--- src/rtl/mandel_ddr_pkg.sv ---
// Shared definitions for the DDR port-0 arbiter slice.
//   MCB_CMD_WRITE / MCB_CMD_READ : MCB instruction encodings
//   MCB_BL_W                     : width of an MCB burst-length field (length minus 1)
//   CREDIT_W                     : width of the read-FIFO credit counter
//   arb_state_e                  : arbiter FSM states
//   burst_words()                : burst length field -> number of 32-bit words
package mandel_ddr_pkg;

    localparam logic [2:0] MCB_CMD_WRITE = 3'b000;
    localparam logic [2:0] MCB_CMD_READ  = 3'b001;

    localparam int unsigned MCB_BL_W = 6;
    localparam int unsigned CREDIT_W = MCB_BL_W + 1;

    typedef enum logic [1:0] {
        StWaitCal,
        StArb,
        StCmd
    } arb_state_e;

    // A burst of bl+1 words; needs one extra bit so bl=63 yields 64.
    function automatic logic [MCB_BL_W:0] burst_words(input logic [MCB_BL_W-1:0] bl);
        return {1'b0, bl} + (MCB_BL_W + 1)'(1);
    endfunction

endpackage

--- src/rtl/ddr_rd_credit.sv ---
// Saturating read-credit counter for the MCB read FIFO.
// Tracks how many words of read-FIFO space are not yet claimed by issued read bursts.
//   clk, rst_n   : clock, asynchronous active-low reset (credit returns to Depth)
//   issue_i      : a read command is issued this cycle
//   issue_amt_i  : words claimed by that read (bl+1)
//   pop_i        : one word popped from the read FIFO this cycle
//   need_i       : words a pending read would claim
//   credit_o     : current credit
//   avail_o      : credit_o >= need_i
module ddr_rd_credit
    import mandel_ddr_pkg::*;
#(
    parameter int unsigned Depth = 64
) (
    input  logic                clk,
    input  logic                rst_n,
    input  logic                issue_i,
    input  logic [CREDIT_W-1:0] issue_amt_i,
    input  logic                pop_i,
    input  logic [CREDIT_W-1:0] need_i,
    output logic [CREDIT_W-1:0] credit_o,
    output logic                avail_o
);

    localparam logic [CREDIT_W:0] DepthFull = (CREDIT_W + 1)'(Depth);

    logic [CREDIT_W-1:0] credit_q, credit_d;
    logic [CREDIT_W:0]   sum;

    // Issue is applied before the pop so an issue and a pop in the same cycle at full
    // credit both take effect; only a pop that would push past Depth is dropped.
    always_comb begin
        sum = {1'b0, credit_q};
        if (issue_i) begin
            sum = (sum >= {1'b0, issue_amt_i}) ? sum - {1'b0, issue_amt_i} : '0;
        end
        if (pop_i && (sum < DepthFull)) begin
            sum = sum + (CREDIT_W + 1)'(1);
        end
        credit_d = sum[CREDIT_W-1:0];
    end

    always_ff @(posedge clk or negedge rst_n) begin
        if (!rst_n) begin
            credit_q <= DepthFull[CREDIT_W-1:0];
        end else begin
            credit_q <= credit_d;
        end
    end

    assign credit_o = credit_q;
    assign avail_o  = (credit_q >= need_i);

    // A pop with nothing outstanding means the requester and the MCB disagree.
    a_no_pop_at_full : assert property (@(posedge clk) disable iff (!rst_n)
        !(pop_i && !issue_i && ({1'b0, credit_q} == DepthFull)));

endmodule

--- src/rtl/ddr_port_arbiter.sv ---
// Arbiter sharing MCB user port 0 between the Mandelbrot burst writer and the VGA
// prefetcher. After calibration it alternates ARB/CMD, issuing at most one command per
// two cycles, gated on write-FIFO fill, command-FIFO space and read-FIFO credit.
// Optional statistics counters: define DDR_ARB_STATS_EN.
//   clk, rst_n              : clock, asynchronous active-low reset
//   mem_calib_done_i        : MCB calibration done (asynchronous, synchronised here)
//   wr_req_i/addr/bl        : write burst request (bl = length minus 1)
//   wr_gnt_o                : one-cycle pulse when the write command is issued
//   rd_req_i/addr/bl        : read burst request
//   rd_urgent_i             : display FIFO below watermark
//   rd_gnt_o                : one-cycle pulse when the read command is issued
//   p0_cmd_full_i           : MCB command FIFO full
//   p0_wr_count_i           : words in MCB write FIFO
//   p0_rd_en_i              : MCB read FIFO pop (display side)
//   p0_cmd_*_o              : MCB command strobe, instruction, burst length, address
//   busy_o                  : high once calibration has been seen
//   stat_*_o                : command / forced-write counters (0 when stats disabled)
module ddr_port_arbiter
    import mandel_ddr_pkg::*;
#(
    parameter int unsigned ADDR_W       = 30,
    parameter int unsigned RD_DEPTH     = 64,
    parameter int unsigned STARVE_LIMIT = 8
) (
    input  logic                clk,
    input  logic                rst_n,
    input  logic                mem_calib_done_i,
    input  logic                wr_req_i,
    input  logic [ADDR_W-1:0]   wr_addr_i,
    input  logic [MCB_BL_W-1:0] wr_bl_i,
    output logic                wr_gnt_o,
    input  logic                rd_req_i,
    input  logic [ADDR_W-1:0]   rd_addr_i,
    input  logic [MCB_BL_W-1:0] rd_bl_i,
    input  logic                rd_urgent_i,
    output logic                rd_gnt_o,
    input  logic                p0_cmd_full_i,
    input  logic [6:0]          p0_wr_count_i,
    input  logic                p0_rd_en_i,
    output logic                p0_cmd_en_o,
    output logic [2:0]          p0_cmd_instr_o,
    output logic [MCB_BL_W-1:0] p0_cmd_bl_o,
    output logic [ADDR_W-1:0]   p0_cmd_byte_addr_o,
    output logic                busy_o,
    output logic [15:0]         stat_wr_cmds_o,
    output logic [15:0]         stat_rd_cmds_o,
    output logic [15:0]         stat_starve_forced_o
);

    localparam int unsigned         StarveW   = $clog2(STARVE_LIMIT + 1);
    localparam logic [StarveW-1:0]  StarveMax = StarveW'(STARVE_LIMIT);
    localparam logic [CREDIT_W:0]   RdDepthW  = (CREDIT_W + 1)'(RD_DEPTH);

    // Calibration synchroniser
    logic calib_meta_q, calib_sync_q;

    always_ff @(posedge clk or negedge rst_n) begin
        if (!rst_n) begin
            calib_meta_q <= 1'b0;
            calib_sync_q <= 1'b0;
        end else begin
            calib_meta_q <= mem_calib_done_i;
            calib_sync_q <= calib_meta_q;
        end
    end

    // FSM and registered command outputs
    arb_state_e          state_q;
    logic                busy_q;
    logic                cmd_en_q, wr_gnt_q, rd_gnt_q;
    logic [2:0]          cmd_instr_q;
    logic [MCB_BL_W-1:0] cmd_bl_q;
    logic [ADDR_W-1:0]   cmd_addr_q;
    logic                sel_wr_q;
    logic [MCB_BL_W-1:0] sel_bl_q;
    logic [ADDR_W-1:0]   sel_addr_q;
    logic                last_wr_q;
    logic [StarveW-1:0]  starve_q;

    // Read credit
    logic [CREDIT_W-1:0] rd_credit;
    logic                rd_credit_ok;
    logic                rd_issue;

    assign rd_issue = (state_q == StCmd) && !sel_wr_q;

    ddr_rd_credit #(
        .Depth (RD_DEPTH)
    ) u_rd_credit (
        .clk         (clk),
        .rst_n       (rst_n),
        .issue_i     (rd_issue),
        .issue_amt_i (burst_words(sel_bl_q)),
        .pop_i       (p0_rd_en_i),
        .need_i      (burst_words(rd_bl_i)),
        .credit_o    (rd_credit),
        .avail_o     (rd_credit_ok)
    );

    // Eligibility and priority
    logic wr_elig, rd_elig, force_wr, urgent_rd;
    logic pick_wr, pick_rd;

    assign wr_elig   = wr_req_i && !p0_cmd_full_i && (p0_wr_count_i >= burst_words(wr_bl_i));
    assign rd_elig   = rd_req_i && !p0_cmd_full_i && rd_credit_ok;
    assign force_wr  = (starve_q == StarveMax) && wr_elig;
    assign urgent_rd = rd_urgent_i && rd_elig;

    always_comb begin
        pick_wr = 1'b0;
        pick_rd = 1'b0;
        if (force_wr) begin
            pick_wr = 1'b1;
        end else if (urgent_rd) begin
            pick_rd = 1'b1;
        end else if (wr_elig && rd_elig) begin
            // Round-robin: whoever did not win last time
            pick_wr = !last_wr_q;
            pick_rd = last_wr_q;
        end else begin
            pick_wr = wr_elig;
            pick_rd = rd_elig;
        end
    end

    always_ff @(posedge clk or negedge rst_n) begin
        if (!rst_n) begin
            state_q     <= StWaitCal;
            busy_q      <= 1'b0;
            cmd_en_q    <= 1'b0;
            wr_gnt_q    <= 1'b0;
            rd_gnt_q    <= 1'b0;
            cmd_instr_q <= MCB_CMD_WRITE;
            cmd_bl_q    <= '0;
            cmd_addr_q  <= '0;
            sel_wr_q    <= 1'b0;
            sel_bl_q    <= '0;
            sel_addr_q  <= '0;
            last_wr_q   <= 1'b0;
            starve_q    <= '0;
        end else begin
            cmd_en_q <= 1'b0;
            wr_gnt_q <= 1'b0;
            rd_gnt_q <= 1'b0;
            unique case (state_q)
                StWaitCal: begin
                    // Calibration is only ever waited for once; a later drop is ignored.
                    if (calib_sync_q) begin
                        state_q <= StArb;
                        busy_q  <= 1'b1;
                    end
                end
                StArb: begin
                    if (pick_wr || pick_rd) begin
                        sel_wr_q   <= pick_wr;
                        sel_bl_q   <= pick_wr ? wr_bl_i : rd_bl_i;
                        sel_addr_q <= pick_wr ? wr_addr_i : rd_addr_i;
                        last_wr_q  <= pick_wr;
                        // A read that won only because it was urgent starves the writer.
                        if (urgent_rd && wr_elig && !force_wr && (starve_q != StarveMax)) begin
                            starve_q <= starve_q + StarveW'(1);
                        end
                        state_q <= StCmd;
                    end
                end
                StCmd: begin
                    // Issue what ARB registered; resources are not re-checked here.
                    cmd_en_q    <= 1'b1;
                    wr_gnt_q    <= sel_wr_q;
                    rd_gnt_q    <= !sel_wr_q;
                    cmd_instr_q <= sel_wr_q ? MCB_CMD_WRITE : MCB_CMD_READ;
                    cmd_bl_q    <= sel_bl_q;
                    cmd_addr_q  <= sel_addr_q;
                    if (sel_wr_q) begin
                        starve_q <= '0;
                    end
                    state_q <= StArb;
                end
                default: state_q <= StWaitCal;
            endcase
        end
    end

    assign p0_cmd_en_o        = cmd_en_q;
    assign wr_gnt_o           = wr_gnt_q;
    assign rd_gnt_o           = rd_gnt_q;
    assign p0_cmd_instr_o     = cmd_instr_q;
    assign p0_cmd_bl_o        = cmd_bl_q;
    assign p0_cmd_byte_addr_o = cmd_addr_q;
    assign busy_o             = busy_q;

    a_credit_bounded : assert property (@(posedge clk) disable iff (!rst_n)
        ({1'b0, rd_credit} <= RdDepthW));

`ifdef DDR_ARB_STATS_EN
    logic [15:0] stat_wr_q, stat_rd_q, stat_forced_q;
    logic        sel_forced_q;

    always_ff @(posedge clk or negedge rst_n) begin
        if (!rst_n) begin
            stat_wr_q     <= '0;
            stat_rd_q     <= '0;
            stat_forced_q <= '0;
            sel_forced_q  <= 1'b0;
        end else begin
            if ((state_q == StArb) && (pick_wr || pick_rd)) begin
                sel_forced_q <= force_wr;
            end
            if (state_q == StCmd) begin
                if (sel_wr_q) begin
                    stat_wr_q <= stat_wr_q + 16'd1;
                    if (sel_forced_q) begin
                        stat_forced_q <= stat_forced_q + 16'd1;
                    end
                end else begin
                    stat_rd_q <= stat_rd_q + 16'd1;
                end
            end
        end
    end

    assign stat_wr_cmds_o       = stat_wr_q;
    assign stat_rd_cmds_o       = stat_rd_q;
    assign stat_starve_forced_o = stat_forced_q;
`else
    assign stat_wr_cmds_o       = '0;
    assign stat_rd_cmds_o       = '0;
    assign stat_starve_forced_o = '0;
`endif

endmodule
--- config.mk ---
export PLATFORM = sky130hd
export DESIGN_NAME = ddr_port_arbiter
export DESIGN_NICKNAME = d
export VERILOG_FILES = /design/src/rtl/mandel_ddr_pkg.sv /design/src/rtl/ddr_rd_credit.sv /design/src/rtl/ddr_port_arbiter.sv
export SDC_FILE = /design/constraint.sdc
export NUM_CORES = 1
export LEC_CHECK = 0
export CORE_UTILIZATION = 42
export CTS_CLUSTER_SIZE = 10
export DETAILED_ROUTE_END_ITERATION = 8
export PLACE_DENSITY = 0.77
export SYNTH_ARGS = -nofsm -noshare
export SYNTH_HDL_FRONTEND = slang
export SYNTH_HIERARCHICAL = 1
export SYNTH_SLANG_ARGS = --single-unit
export TNS_END_PERCENT = 1
--- constraint.sdc ---
create_clock -name clk -period 3 [get_ports clk]
set_input_delay 0.45 -clock clk [delete_from_list [all_inputs] [get_ports clk]]
set_output_delay 0.45 -clock clk [all_outputs]
set_load 0.01 [all_outputs]
==> out/qor_table.md <==
| Stage | Quantity | Reported |
| --- | --- | --- |
| route | WL per Instance | 14.48 µm |
| critical path | Biggest fanout along the worst timing path | 6 |
| finish | Inserted Diodes | 0 |
| die | Area enclosed by the die boundary | 13520 µm² |
| critical path | Start-to-end type of the worst setup path | reg -> reg |
| clocking | Clk_lat worst skew | 340 ps |
| place | Pre-CTS setup slack | -434.3 ps |
| place | Input/output buffers | 127 |
| power | Net Switching | 2.668 mW |
| die | Count of standard-cell rows | 41 |
| sta | Worst Slack Setup Final | 148.1 ps |
| sta | Number of max-slew violations in the final report | 0 |
| sta | Slew at the pin with the worst max-slew slack | 674.4 ps |
| route | Number of DRC violations after detailed-routing iteration 0 | 346 |
| clocking | CTS tree | yes |
| synth | Cells taking the most area after synthesis | sky130_fd_sc_hd__dfrtp_1 42%, sky130_fd_sc_hd__inv_1 9.0%, sky130_fd_sc_hd__buf_4 7.1% |
| clocking | Master cell of the clock root buffer | sky130_fd_sc_hd__clkbuf_16 |
| synth | Commonest register cell after synthesis | sky130_fd_sc_hd__dfrtp_1 |
| synth | Mean Syn Cell Area | 9.340 µm² |
| critical path | Worst setup EP type | flip-flop |
| grt | GRT Total Usage | 19.75% |
| finish | Count of nets after finishing | 861 |
| place | Final estimated routing congestion in global placement | 0.9055 |
| finish | Area growth from synthesis to layout | 35.67% |
| die | I/O Pins | 178 |
| place | Area after detailed placement | 7015 µm² |
| sta | RSZ-0062 raised after global routing | no |
| power | Fraction of power consumed by combinational cells | 53.2% |
| synth | Fraction of synthesized cell area in xor and xnor cells | 3.195% |
| sta | Final Hold Vio Count | 0 |
| run status | Result of the run | complete, no violations |
| power | Part of the power in the clock network | 15.8% |
| clocking | Number of buffers on the longest clock path | 2 |
| grt | Initial antenna violation count | 0 |
| die | Vertical extent of the die | 116.3 µm |
| synth | Simple-gate portion of the synthesized area | 11.00% |
| power | Switching share of power | 38.72% |
| synth | Yosys warning count | 6 |
| route | Aggregate routed wire length | 13.36 mm |
| power | Sequential fraction of design power | 31.0% |
| sta | Fmax achieved | 350.6 MHz |
| power | Cell Int Power | 4.222 mW |
| critical path | Required time at the worst-slack endpoint | 3220 ps |
| synth | Synthesized-area fraction occupied by ao, oa, aoi and oai cells | 18.10% |
| run | Maximum capacitance violations | 0 |
| critical path | Worst endpoint data arrival time | 3070 ps |
| synth | Cell type with the largest total area after synthesis | sky130_fd_sc_hd__dfrtp_1 |
| power | Total power per unit cell area | 926.2 nW/µm² |
| finish | Share of layout cells above drive strength 1 | 12.52% |
| clocking | Cts bufs inserted | 9 |
| die | Die X | 116.3 µm |
| sta | Setup Skew | 7.433 ps |
| clocking | Clock slew at the register clock pins of the worst setup and hold paths | 70 ps |
| grt | Residual overflow from global routing | 0 |
| power | Max VDD drop | 461.3 µV |
| critical path | Category of the worst setup path launch point | flip-flop |
| sta | Minimum period implied by the final worst setup slack | 2852 ps |
| worst hold path | Hold WC Path Type | in -> async |
| synth | Synthesized netlist cell count | 587 |
| sta | Finish-stage setup viols | 0 |
| grt | Largest net degree at the start of global routing | 77 |
| synth | Adder and majority gate portion of the synthesized area | 6.527% |
| finish | Core utilization of the finished layout | 58.70% |
| route | DR DRC count | 0 |
| sta | Worst slew margin relative to its limit | 55.04% |
| grt | Via count of the first global-routing pass | 4430 |
| power | P_leak | 3.737 nW |
| grt | First-pass GRT wire length | 20.82 mm |
| synth | FFs w/ async S/R, synth | 100.0% |
| synth | Fraction of synthesized area in multiplexers | 0.5933% |
| clocking | TritonCTS Sinks | 93 |
| synth | Area share of the leading cell type in the synthesized netlist | 41.99% |
| synth | Main combinational cell family by area after synthesis | compound AO/OA/AOI/OAI gates |
| route | Vias per cell | 4.965 |
| finish | Post-route standard cell area excluding fillers | 7438 µm² |
| die | Starting density of the core | 43.27% |
| clocking | Number of buffers inserted by hold repair at cts | 0 |
| synth | Cell variety after synth | 65 |
| sta | Share of the clock period used by the worst path | 95.06% |
| place | Half-perimeter wire length after placement | 9.460 mm |
| die | Core box area | 12670 µm² |
| route | Vias after detailed routing | 4583 |
| synth | Cell area after synthesis | 5483 µm² |
| route | Final ANT Viol Nets | 0 |
| clocking | CTS H-Tree Depth | 3 |
| synth | Register bit count reported by yosys | 93 |
| route | Count of TritonRoute iterations in the first routing pass | 7 |
| synth | Fraction of the yosys area taken by sequential cells | 42.47% |
| synth | Post-synth EDFFs | 0 |
-- kinds of logic after synthesis --
group	after synthesis
compound gates	123
xor+xnor	20
fa+ha+maj	28
buf+inv	202
flops	93
mux	3
other cells	1
simple gates	117
-- path summary, 6_finish.rpt --
kind,start,endpoint,slack (ps),cells past startpoint
setup / recovery,sel_bl_q[3]$_DFFE_PN0P_,u_rd_credit/credit_o[1]$_DFF_PN0_,150,13
hold / removal,rst_n,p0_cmd_byte_addr_o[17]$_DFFE_PN0P_,100,1
setup reg to reg,sel_bl_q[3]$_DFFE_PN0P_,u_rd_credit/credit_o[1]$_DFF_PN0_,150,13
hold reg to reg,calib_meta_q$_DFF_PN0_,calib_sync_q$_DFF_PN0_,350,0
max in group asynchronous,rst_n,u_rd_credit/credit_o[6]$_DFF_PN1_,2160,2
min in group clk,calib_meta_q$_DFF_PN0_,calib_sync_q$_DFF_PN0_,350,0
-- power by group through the flow --
stage | sequential [mW] | clock (mW) | combinational (mW)
3_3_place_gp | 2.12 | 0 | 3.37
2_1_floorplan | 2.16 | 0 | 2.12
3_5_place_dp | 2.14 | 0 | 3.47
4_1_cts | 2.13 | 1.11 | 3.55
6_report | 2.14 | 1.09 | 3.67
5_1_grt | 2.20 | 1.17 | 4.03
-- layout by cell type, fill, tap and decap left out, drive strengths merged, types with 6 or more instances in the layout --
cell type,count
nor2,17
nand2,46
a222oi,36
nand3,13
xor2,6
nor2b,7
dfrtp,92
a21oi,12
xnor2,14
a21o,6
buf,40
clkbuf,11
conb,50
inv,137
nand2b,10
clkdlybuf4s50,121
ha,27
o21ai,45
-- cell type report --
| class | instances | area [µm²] |
|---|---|---|
| fill | 1090 | 5233 |
| multi-input combinational | 341 | 2411 |
| sequential | 93 | 2331 |
| timing repair buffer | 168 | 1699 |
| inverter | 133 | 499.2 |
| clock buffer | 9 | 225.2 |
| tap | 172 | 215.2 |
| clock inverter | 7 | 57.56 |
-- worst max-delay path: stages (launching register included) --
cell and delay (ps):
sky130_fd_sc_hd__dfrtp_1 370, sky130_fd_sc_hd__inv_1 70, sky130_fd_sc_hd__nor3_2 190, sky130_fd_sc_hd__nand3_1 120, sky130_fd_sc_hd__xnor2_1 150, sky130_fd_sc_hd__inv_1 90, sky130_fd_sc_hd__ha_4 260, sky130_fd_sc_hd__a21o_1 190
sky130_fd_sc_hd__a221o_2 390, sky130_fd_sc_hd__nand2b_4 140, sky130_fd_sc_hd__nand2_1 80, sky130_fd_sc_hd__o21ai_0 100, sky130_fd_sc_hd__ha_1 300, sky130_fd_sc_hd__mux2_2 270
-- routing by layer --
layer / routed length (µm) / up-vias / GRT usage, %
li1: - / 2175 / -
met1: 5593 / 2173 / 25.24
met2: 6573 / 221 / 33.61
met3: 1061 / 14 / 3.633
met4: 133 / 0 / 6.752
met5: 0 / - / 0
-- synth_stat cells (all sizes together), types with 2 or more instances --
| cell | count |
|---|---|
| buf | 62 |
| a31oi | 3 |
| or4 | 2 |
| nor2b | 7 |
| nand2b | 10 |
| nor3 | 5 |
| a2111oi | 2 |
| dfrtp | 92 |
| o21ai | 45 |
| ha | 27 |
| inv | 133 |
| nor2 | 17 |
| and4 | 2 |
| o31ai | 4 |
| xnor2 | 14 |
| o22ai | 2 |
| nand3b | 2 |
| and3 | 4 |
| or2 | 2 |
| or2b | 2 |
| a21o | 6 |
| mux2 | 2 |
| clkbuf | 7 |
| a21oi | 12 |
| nand2 | 46 |
| o2111ai | 2 |
| a222oi | 36 |
| nand3 | 13 |
| xor2 | 6 |
-- registers in the layout, indices dropped and copies added (netlist names), 2 cells and up --
signal / count
sel_addr_q: 30
p0_cmd_byte_addr_o: 30
starve_q: 4
u_rd_credit/credit_o: 7
state_q: 2
p0_cmd_bl_o: 6
sel_bl_q: 6
-- per-stage QoR --
stage	hold slack, ps	instances	power [mW]	setup TNS (ps)
after global routing	150.6	923	7.396	0
after detailed placement	336.2	902	5.615	-15050
after global placement	334.3	902	5.484	-10870
final	102.5	923	6.890	0
after CTS	127.4	919	6.785	0
after floorplan	154.4	636	4.284	0
-- repair_timing --
action | 4_1_cts | 5_1_grt
hold endpoints to repair | 0 | 0
buffers inserted | 1 | 1
gates resized for setup | 4 | 16
pin swaps | 15 | 11
setup endpoints to repair | 36 | 47
cloned | 0 | 3
No activity file was read; power rests on OpenSTA's default activity.
